## src/rtl/rvx_tree_seq_pkg.sv

```systemverilog
// Shared types and sizing helpers for the 4-ary tree reduction sequencer.
package rvx_tree_seq_pkg;

  typedef enum logic [1:0] {
    ST_FILL  = 2'd0,
    ST_PAD   = 2'd1,
    ST_DRAIN = 2'd2,
    ST_OUT   = 2'd3
  } seq_state_t;

  function automatic int window_size(input int depth);
    return 1 << (2 * depth);
  endfunction

  // Must hold 1..WINDOW inclusive, hence one bit more than the slot index.
  function automatic int count_width(input int depth);
    return 2 * depth + 1;
  endfunction

endpackage

```

## src/rtl/rvx_tree_seq_out_slot.sv

```systemverilog
// Output holding register: captures a window result on load and keeps it
// stable until the consumer takes it with out_valid & out_ready.
module rvx_tree_seq_out_slot #(
  parameter int BW_DATA = 8,
  parameter int CW      = 3
) (
  input  logic               clk,
  input  logic               rstp,
  input  logic               load,
  input  logic [BW_DATA-1:0] load_data,
  input  logic [CW-1:0]      load_count,
  output logic               out_valid,
  output logic [BW_DATA-1:0] out_data,
  output logic [CW-1:0]      out_count,
  input  logic               out_ready
);

  logic               valid_reg;
  logic [BW_DATA-1:0] data_reg;
  logic [CW-1:0]      count_reg;

  always_ff @(posedge clk) begin
    if (rstp) begin
      valid_reg <= 1'b0;
      data_reg  <= '0;
      count_reg <= '0;
    end else if (load) begin
      valid_reg <= 1'b1;
      data_reg  <= load_data;
      count_reg <= load_count;
    end else if (valid_reg && out_ready) begin
      valid_reg <= 1'b0;
    end
  end

  assign out_valid = valid_reg;
  assign out_data  = data_reg;
  assign out_count = count_reg;

endmodule

```

## src/rtl/rvx_tree_reduce_sequencer.sv

```systemverilog
// Sequencer for a 4-ary reduction tree: fills windows, pads on flush, waits
// out the tree latency and hands results downstream. Macro RVX_TREE_SEQ_FLUSH_EN enables flush.
module rvx_tree_reduce_sequencer
  import rvx_tree_seq_pkg::*;
#(
  parameter int                 DEPTH        = 1,
  parameter int                 BW_DATA      = 8,
  parameter int                 TREE_LATENCY = 1,
  parameter logic [BW_DATA-1:0] PAD_VALUE    = '0
) (
  input  logic                     clk,
  input  logic                     rstp,
  input  logic                     in_valid,
  input  logic [BW_DATA-1:0]       in_data,
  output logic                     in_ready,
  input  logic                     flush,
  output logic                     out_valid,
  output logic [BW_DATA-1:0]       out_data,
  output logic [2*DEPTH:0]         out_count,
  input  logic                     out_ready,
  output logic                     tree_rstnn,
  output logic                     tree_enable,
  output logic                     tree_wvalid,
  output logic [BW_DATA-1:0]       tree_wdata,
  input  logic [BW_DATA-1:0]       tree_result
);

  localparam int WINDOW = window_size(DEPTH);
  localparam int CW     = count_width(DEPTH);
  localparam int SW     = 2 * DEPTH;
  localparam int WCW    = $clog2(TREE_LATENCY + 1);

  localparam logic [SW-1:0]  LAST_SLOT = SW'(WINDOW - 1);
  localparam logic [WCW-1:0] WAIT_LAST = WCW'(TREE_LATENCY);

  seq_state_t     state_reg, state_next;
  logic [SW-1:0]  cnt_reg, cnt_next;
  logic [CW-1:0]  rcnt_reg, rcnt_next;
  logic [WCW-1:0] wcnt_reg, wcnt_next;
  logic           load;
  logic           accept;

  assign tree_rstnn  = ~rstp;
  assign tree_enable = ~rstp;
  assign accept      = in_valid & in_ready;

`ifndef RVX_TREE_SEQ_FLUSH_EN
  logic flush_unused;
  assign flush_unused = flush;
`endif

  always_comb begin
    state_next  = state_reg;
    cnt_next    = cnt_reg;
    rcnt_next   = rcnt_reg;
    wcnt_next   = wcnt_reg;
    load        = 1'b0;
    in_ready    = 1'b0;
    tree_wvalid = 1'b0;
    tree_wdata  = in_data;
    case (state_reg)
      ST_FILL: begin
        in_ready    = ~rstp;
        tree_wvalid = in_valid & ~rstp;
        if (accept) begin
          cnt_next  = cnt_reg + 1'b1;
          rcnt_next = rcnt_reg + 1'b1;
          if (cnt_reg == LAST_SLOT) state_next = ST_DRAIN;
        end
`ifdef RVX_TREE_SEQ_FLUSH_EN
        // A flush that coincides with the window-completing accept is moot.
        if (flush && state_next == ST_FILL && cnt_next != '0) state_next = ST_PAD;
`endif
      end
      ST_PAD: begin
        tree_wvalid = ~rstp;
        tree_wdata  = PAD_VALUE;
        cnt_next    = cnt_reg + 1'b1;
        if (cnt_reg == LAST_SLOT) state_next = ST_DRAIN;
      end
      ST_DRAIN: begin
        // Root settles TREE_LATENCY edges after the final write; capture one edge later.
        wcnt_next = wcnt_reg + 1'b1;
        if (wcnt_reg == WAIT_LAST) begin
          wcnt_next  = '0;
          load       = 1'b1;
          rcnt_next  = '0;
          state_next = ST_OUT;
        end
      end
      ST_OUT: begin
        if (out_valid && out_ready) state_next = ST_FILL;
      end
      default: state_next = ST_FILL;
    endcase
  end

  always_ff @(posedge clk) begin
    if (rstp) begin
      state_reg <= ST_FILL;
      cnt_reg   <= '0;
      rcnt_reg  <= '0;
      wcnt_reg  <= '0;
    end else begin
      state_reg <= state_next;
      cnt_reg   <= cnt_next;
      rcnt_reg  <= rcnt_next;
      wcnt_reg  <= wcnt_next;
    end
  end

  rvx_tree_seq_out_slot #(
    .BW_DATA (BW_DATA),
    .CW      (CW)
  ) u_out_slot (
    .clk        (clk),
    .rstp       (rstp),
    .load       (load),
    .load_data  (tree_result),
    .load_count (rcnt_reg),
    .out_valid  (out_valid),
    .out_data   (out_data),
    .out_count  (out_count),
    .out_ready  (out_ready)
  );

endmodule

```

## config.mk

```make
export PLATFORM = sky130hd
export DESIGN_NAME = rvx_tree_reduce_sequencer
export DESIGN_NICKNAME = d
export VERILOG_FILES = /design/src/rtl/rvx_tree_seq_pkg.sv /design/src/rtl/rvx_tree_seq_out_slot.sv /design/src/rtl/rvx_tree_reduce_sequencer.sv
export SDC_FILE = /design/constraint.sdc
export NUM_CORES = 1
export LEC_CHECK = 0
export ABC_AREA = 1
export CAP_MARGIN = 20
export CORE_MARGIN = 1
export CORE_UTILIZATION = 35
export DETAILED_ROUTE_END_ITERATION = 10
export PLACE_DENSITY = 0.76
export SLEW_MARGIN = 5
export SYNTH_ARGS = -nofsm -noshare
export SYNTH_HDL_FRONTEND = slang
export SYNTH_HIERARCHICAL = 1
export SYNTH_SLANG_ARGS = --single-unit
```

## constraint.sdc

```tcl
create_clock -name clk -period 1.2 [get_ports clk]
set_clock_uncertainty 0.2 [all_clocks]
set_input_delay 0.24 -clock clk [delete_from_list [all_inputs] [get_ports clk]]
set_output_delay 0.24 -clock clk [all_outputs]
set_load 0.02 [all_outputs]
```

* Word-level counts from Yosys, hierarchy flattened *
Index checks and enable logic that the tools add are counted.

storage, ports and cells
  bits in registers = 20
  output and inout bits = 24
  logic and storage cells = 46

operators by class
  add/subtract/negate cells = 3
  equal/unequal tests = 7
  mux-type cells = 18
  bitwise operators = 3
  reduce and logical (&&, ||, !) cells = 8

operators with widths
  operator                                              number
  2-to-1 mux 2 bit                                      5
  2-to-1 mux 8 bit                                      1
  case mux 2 bit (4 select lines)                       1
  equality test 2 bit (second input constant)           3
  2-to-1 mux 1 bit                                      6
  2-to-1 mux 3 bit                                      2
  inequality test 2 bit (second input constant)         3
  case mux 3 bit (2 select lines)                       1
  AND reduction 3 bit                                   2
  nonzero test 2 bit                                    3
  case mux 2 bit (2 select lines)                       1
  adder 3 x 1 -> 3 bit (second input constant)          1
  adder 2 x 1 -> 2 bit (second input constant)          1
  AND 1 bit                                             2
  equality test 2 x 1 -> 1 bit (second input constant)  1
  logical NOT 2 bit                                     1
  case mux 1 bit (2 select lines)                       1
  AND reduction 2 bit                                   1
  adder 1 bit (second input constant)                   1
  logical AND 1 bit                                     1
  NOT 1 bit                                             1

* Logic depth before layout (Yosys ltp) *
  word-level depth = 5
  gate-level depth with buffers = 7
  depth with buffers taken out = 7

* Hierarchy *
The synthesis kept the hierarchy.

by module, submodules not included
  module                     times used  cells an instance  area each (µm²)  seq. area each (µm²)
  rvx_tree_reduce_sequencer  1           82                 494.2            160.2
  rvx_tree_seq_out_slot      1           53                 440.4            240.2

* Least setup slack after synthesis *
No wires, ideal clock.

  path type = reg2out
  start = register state_reg[1]
  end = output tree_wdata[0]
  arrival = 978 ps
  data required time = 760 ps
  path slack = -218 ps
  cell stages (with the launch flop) = 5
  buffers on the path = 0
  path through = dfxtp_1 -> inv_1 -> nand2_1 -> inv_1 -> nor2_1

between the ends
  longest elaborated chain between the ends = 2

RTL lines
  element                       RTL line                          text
  from (decl)                   rvx_tree_reduce_sequencer.sv:36   seq_state_t state_reg, state_next;
  from (signal assigned)        rvx_tree_reduce_sequencer.sv:105  state_reg <= state_next;
  equality test 2 x 1 -> 1 bit  rvx_tree_reduce_sequencer.sv:61   case (state_reg)
  2-to-1 mux 8 bit              rvx_tree_reduce_sequencer.sv:61
  to (decl)                     rvx_tree_reduce_sequencer.sv:24   output logic [BW_DATA-1:0] tree_wdata,

No other way between the ends.

* Worst setup path after layout *
  start = register state_reg[1]
  end = output tree_wvalid

between the ends
  longest elaborated chain between the ends = 2

RTL lines
  element                                                                   RTL line                         text
  equality test 2 x 1 -> 1 bit / logical NOT 2 bit (equally long branches)  rvx_tree_reduce_sequencer.sv:61
  case mux 1 bit (2 select lines) *                                         rvx_tree_reduce_sequencer.sv:61
  to (decl)                                                                 rvx_tree_reduce_sequencer.sv:23  output logic tree_wvalid,

Every way passes the cells marked *; elsewhere a longest branch is shown, timed or not.

==> run metrics <==
Crit path depth 6; grt ovf 0; Worst-Skew Late Latency 0.30 ns; Worst R2R Start state_reg[1]; Slew @ Worst Pin 0.3958 ns; synth warn 6; die height 53.68 um; Reg2Reg Setup Slack -0.37 ns; clk slew on worst S/H paths 0.10 ns; Seq/Total Area, Yosys 0.4284; DRT iter0 DRCs 18; reg2reg end rcnt_reg[0]; crit-path cells nor2_4 > nand3_2 > nand2_2 > nand3_2 > inv_2 > buf_6; Max clock buf depth 2; Netlist cell types 18; largest cells by area after synthesis dfxtp_1 43%, nor2_1 14%, inv_1 8.8%; Initial Utilization 0.3739; Fillers 190; maximum fanout along the worst path 3; router iterations before antenna repair 4; flip-flop and latch area 422.9 um^2; synthesized area 934.6 um^2; diode count 0; syn avg cell area 6.923 um^2; Setup crit end tree_wvalid; CP startpoint kind flip-flop; fraction of registers with async set or reset after synthesis 0; die area 0.002881 mm^2; violated checks negative setup slack; layout net count 231; CP Buf/Inv Count 2; largest area contributor in the netlist dfxtp_1; vias per cell 4.844; synth-to-layout area growth 97.99%; Clk Tree Root Cell clkbuf_4; flops & latches, synth 20; cell family with most CP delay flip-flops; CTS H-tree lvls 1; initial antenna violation count 0; Max Slew Vio Count 0; Port Buffer Count 43; outcome complete, but fails checks; Worst path max stage delay 0.37 ns; power consumption 1.362 mW; Logic pwr share 0.217; Setup TNS -8.322 ns; Setup crit end kind output port; relative slew slack 0.7359; number of global-route vias before repair 1107; cells after synthesis 135; Post-synth EDFFs 0; CTS tree built; Final min period 1.615 ns; CTS buffer count 3; critical path startpoint state_reg[1]; CP most frequent cell nand3_2; most used flip-flop cell after synthesis dfxtp_1; CP max-delay cell dfxtp_4; critical path required time 0.76 ns; sw power 0.3472 mW; CTS sink cnt 20; first-pass GRT wire length 4740 um; dpl hpwl 1876 um; max-cap viol count 0; area of the multi-input gates 569.3 um^2; VDD IR max 0.0006521 V; Mapped Nets 158; count of final hold-check violations 0; top post-synthesis cells by count 35 x nor2_1, 22 x inv_1, 20 x dfxtp_1, 17 x nand2_1, 9 x o21ai_0; RSZ-0062 raised after global routing yes; DRC 0; drt wl/cell 12.85 um; CP Class flip-flop to output port; max FFs per register 8; final hold slack 0.07107 ns; Reg2Reg Depth 9; fraction of layout cells with a size suffix above 1 0.5459; Core Region 0.002500 mm^2; final worst slack -0.4155 ns; Total Routed Length 3046 um; P per Cell Area 736.3 mW/mm^2; worst hold path type primary input to flip-flop; largest net degree at the start of global routing 12; leading cell type by number of instances after synthesis nor2_1; vias after detailed routing 1148; Leak 0.8842 nW; Switching Share 0.2549; internal power 1.015 mW; Setup violations, final 38; row count 18; GP Congestion 0.8257; post-synth top area share 0.4284; hold path start rstp; Flop pwr share 0.499; Tcrit/Tclk final 1.346; Clk pwr share 0.284; Routed Antenna Nets 0; # IOs 45; die width 53.68 um; Total Routing Usage GR 0.2380; # hold bufs at CTS 0; crit path DAT 1.18 ns; Peak Freq 619.0 MHz
power groups by stage:
| stage | Sequential [mW] | Clock [mW] | Combinational [mW] |
|---|---|---|---|
| final | 0.680 | 0.387 | 0.296 |
| after global routing | 0.681 | 0.418 | 0.318 |
| after CTS | 0.679 | 0.387 | 0.285 |
| after detailed placement | 0.696 | 0 | 0.248 |
| after global placement | 0.695 | 0 | 0.242 |
| after floorplan | 0.694 | 0 | 0.112 |
per-stage QoR:
stage	utilization	instances	setup WS, ns	area (um^2)
finish	0.7402	237	-0.4155	1851
detailed placement	0.6091	217	-0.9161	1523
floorplan	-	135	-0.1155	1001
global route	0.7402	237	-0.4977	1851
CTS	0.7162	230	-0.4224	1790
global placement	0.6091	217	-0.8941	1523
how the worst min path moves through the flow:
| stage | endpoint | slack, ns | cells after the start |
|---|---|---|---|
| finish | u_out_slot/out_valid | 0.07 | 3 |
| detailed placement | rcnt_reg[2] | 0.26 | 2 |
| CTS | u_out_slot/out_valid | 0.16 | 3 |
| global placement | wcnt_reg | 0.26 | 2 |
| global route | u_out_slot/out_valid | 0.07 | 3 |
| floorplan | u_out_slot/out_valid | 0.10 | 1 |
placed cells by master (no fill, tap or decap), types with 2 or more instances in the layout:
cell / n
a21oi_1: 4
nand3_2: 3
ha_1: 2
inv_8: 3
nor2_2: 3
nand2_2: 5
dfxtp_4: 2
nand2_4: 3
inv_2: 4
nor2_1: 25
dfxtp_2: 12
o21ai_1: 8
dfxtp_1: 6
nor2_4: 9
buf_2: 2
buf_4: 26
inv_1: 17
o21ai_2: 6
buf_6: 24
nand2_1: 9
clkdlybuf4s50_1: 18
a21oi_2: 2
clkbuf_4: 3
nand3_1: 4
what timing repair did:
| item | in CTS | in global routing |
|---|---|---|
| endpoints found under the setup margin | 43 | 43 |
| pin swaps | 14 | 4 |
| gates cloned | 2 | 0 |
| buffers inserted | 7 | 7 |
| resized for setup | 204 | 6 |
kinds of logic (layout without fill, tap and decap cells):
family                   after synthesis  in the layout  share of synthesized area
AND/OR/NAND/NOR                       63             63                     0.2771
buffers and inverters                 28            100                     0.1432
AO/OA/AOI/OAI                         22             22                     0.1245
flip-flops                            20             20                     0.4284
adder cells (fa/ha/maj)                2              2                    0.02677
worst register-to-register path: cells and delay by family (launching register included):
kind / cells / cell delay, ns
AOI/OAI and AO/OA: 1 / 0.13
buffers and inverters: 4 / 0.48
DFF: 1 / 0.37
and+or+nand+nor: 4 / 0.34
cell type report:
class                      instances  area share
clock buffer                       4     0.01961
inverter                          24     0.06085
multi-input combinational         87      0.3076
sequential                        20      0.2285
tap                               30     0.02028
timing repair buffer              70      0.3543
timing repair inverter             2    0.008790
routing by layer:
layer,vias to the layer above,part of all wire,global-route usage
met5,-,0,0
met4,0,0.058,0.1535
met3,16,0.066,0.05650
met2,63,0.52,0.4527
met1,508,0.36,0.2218
li1,561,-,-
(Power assumes the default switching activity.)
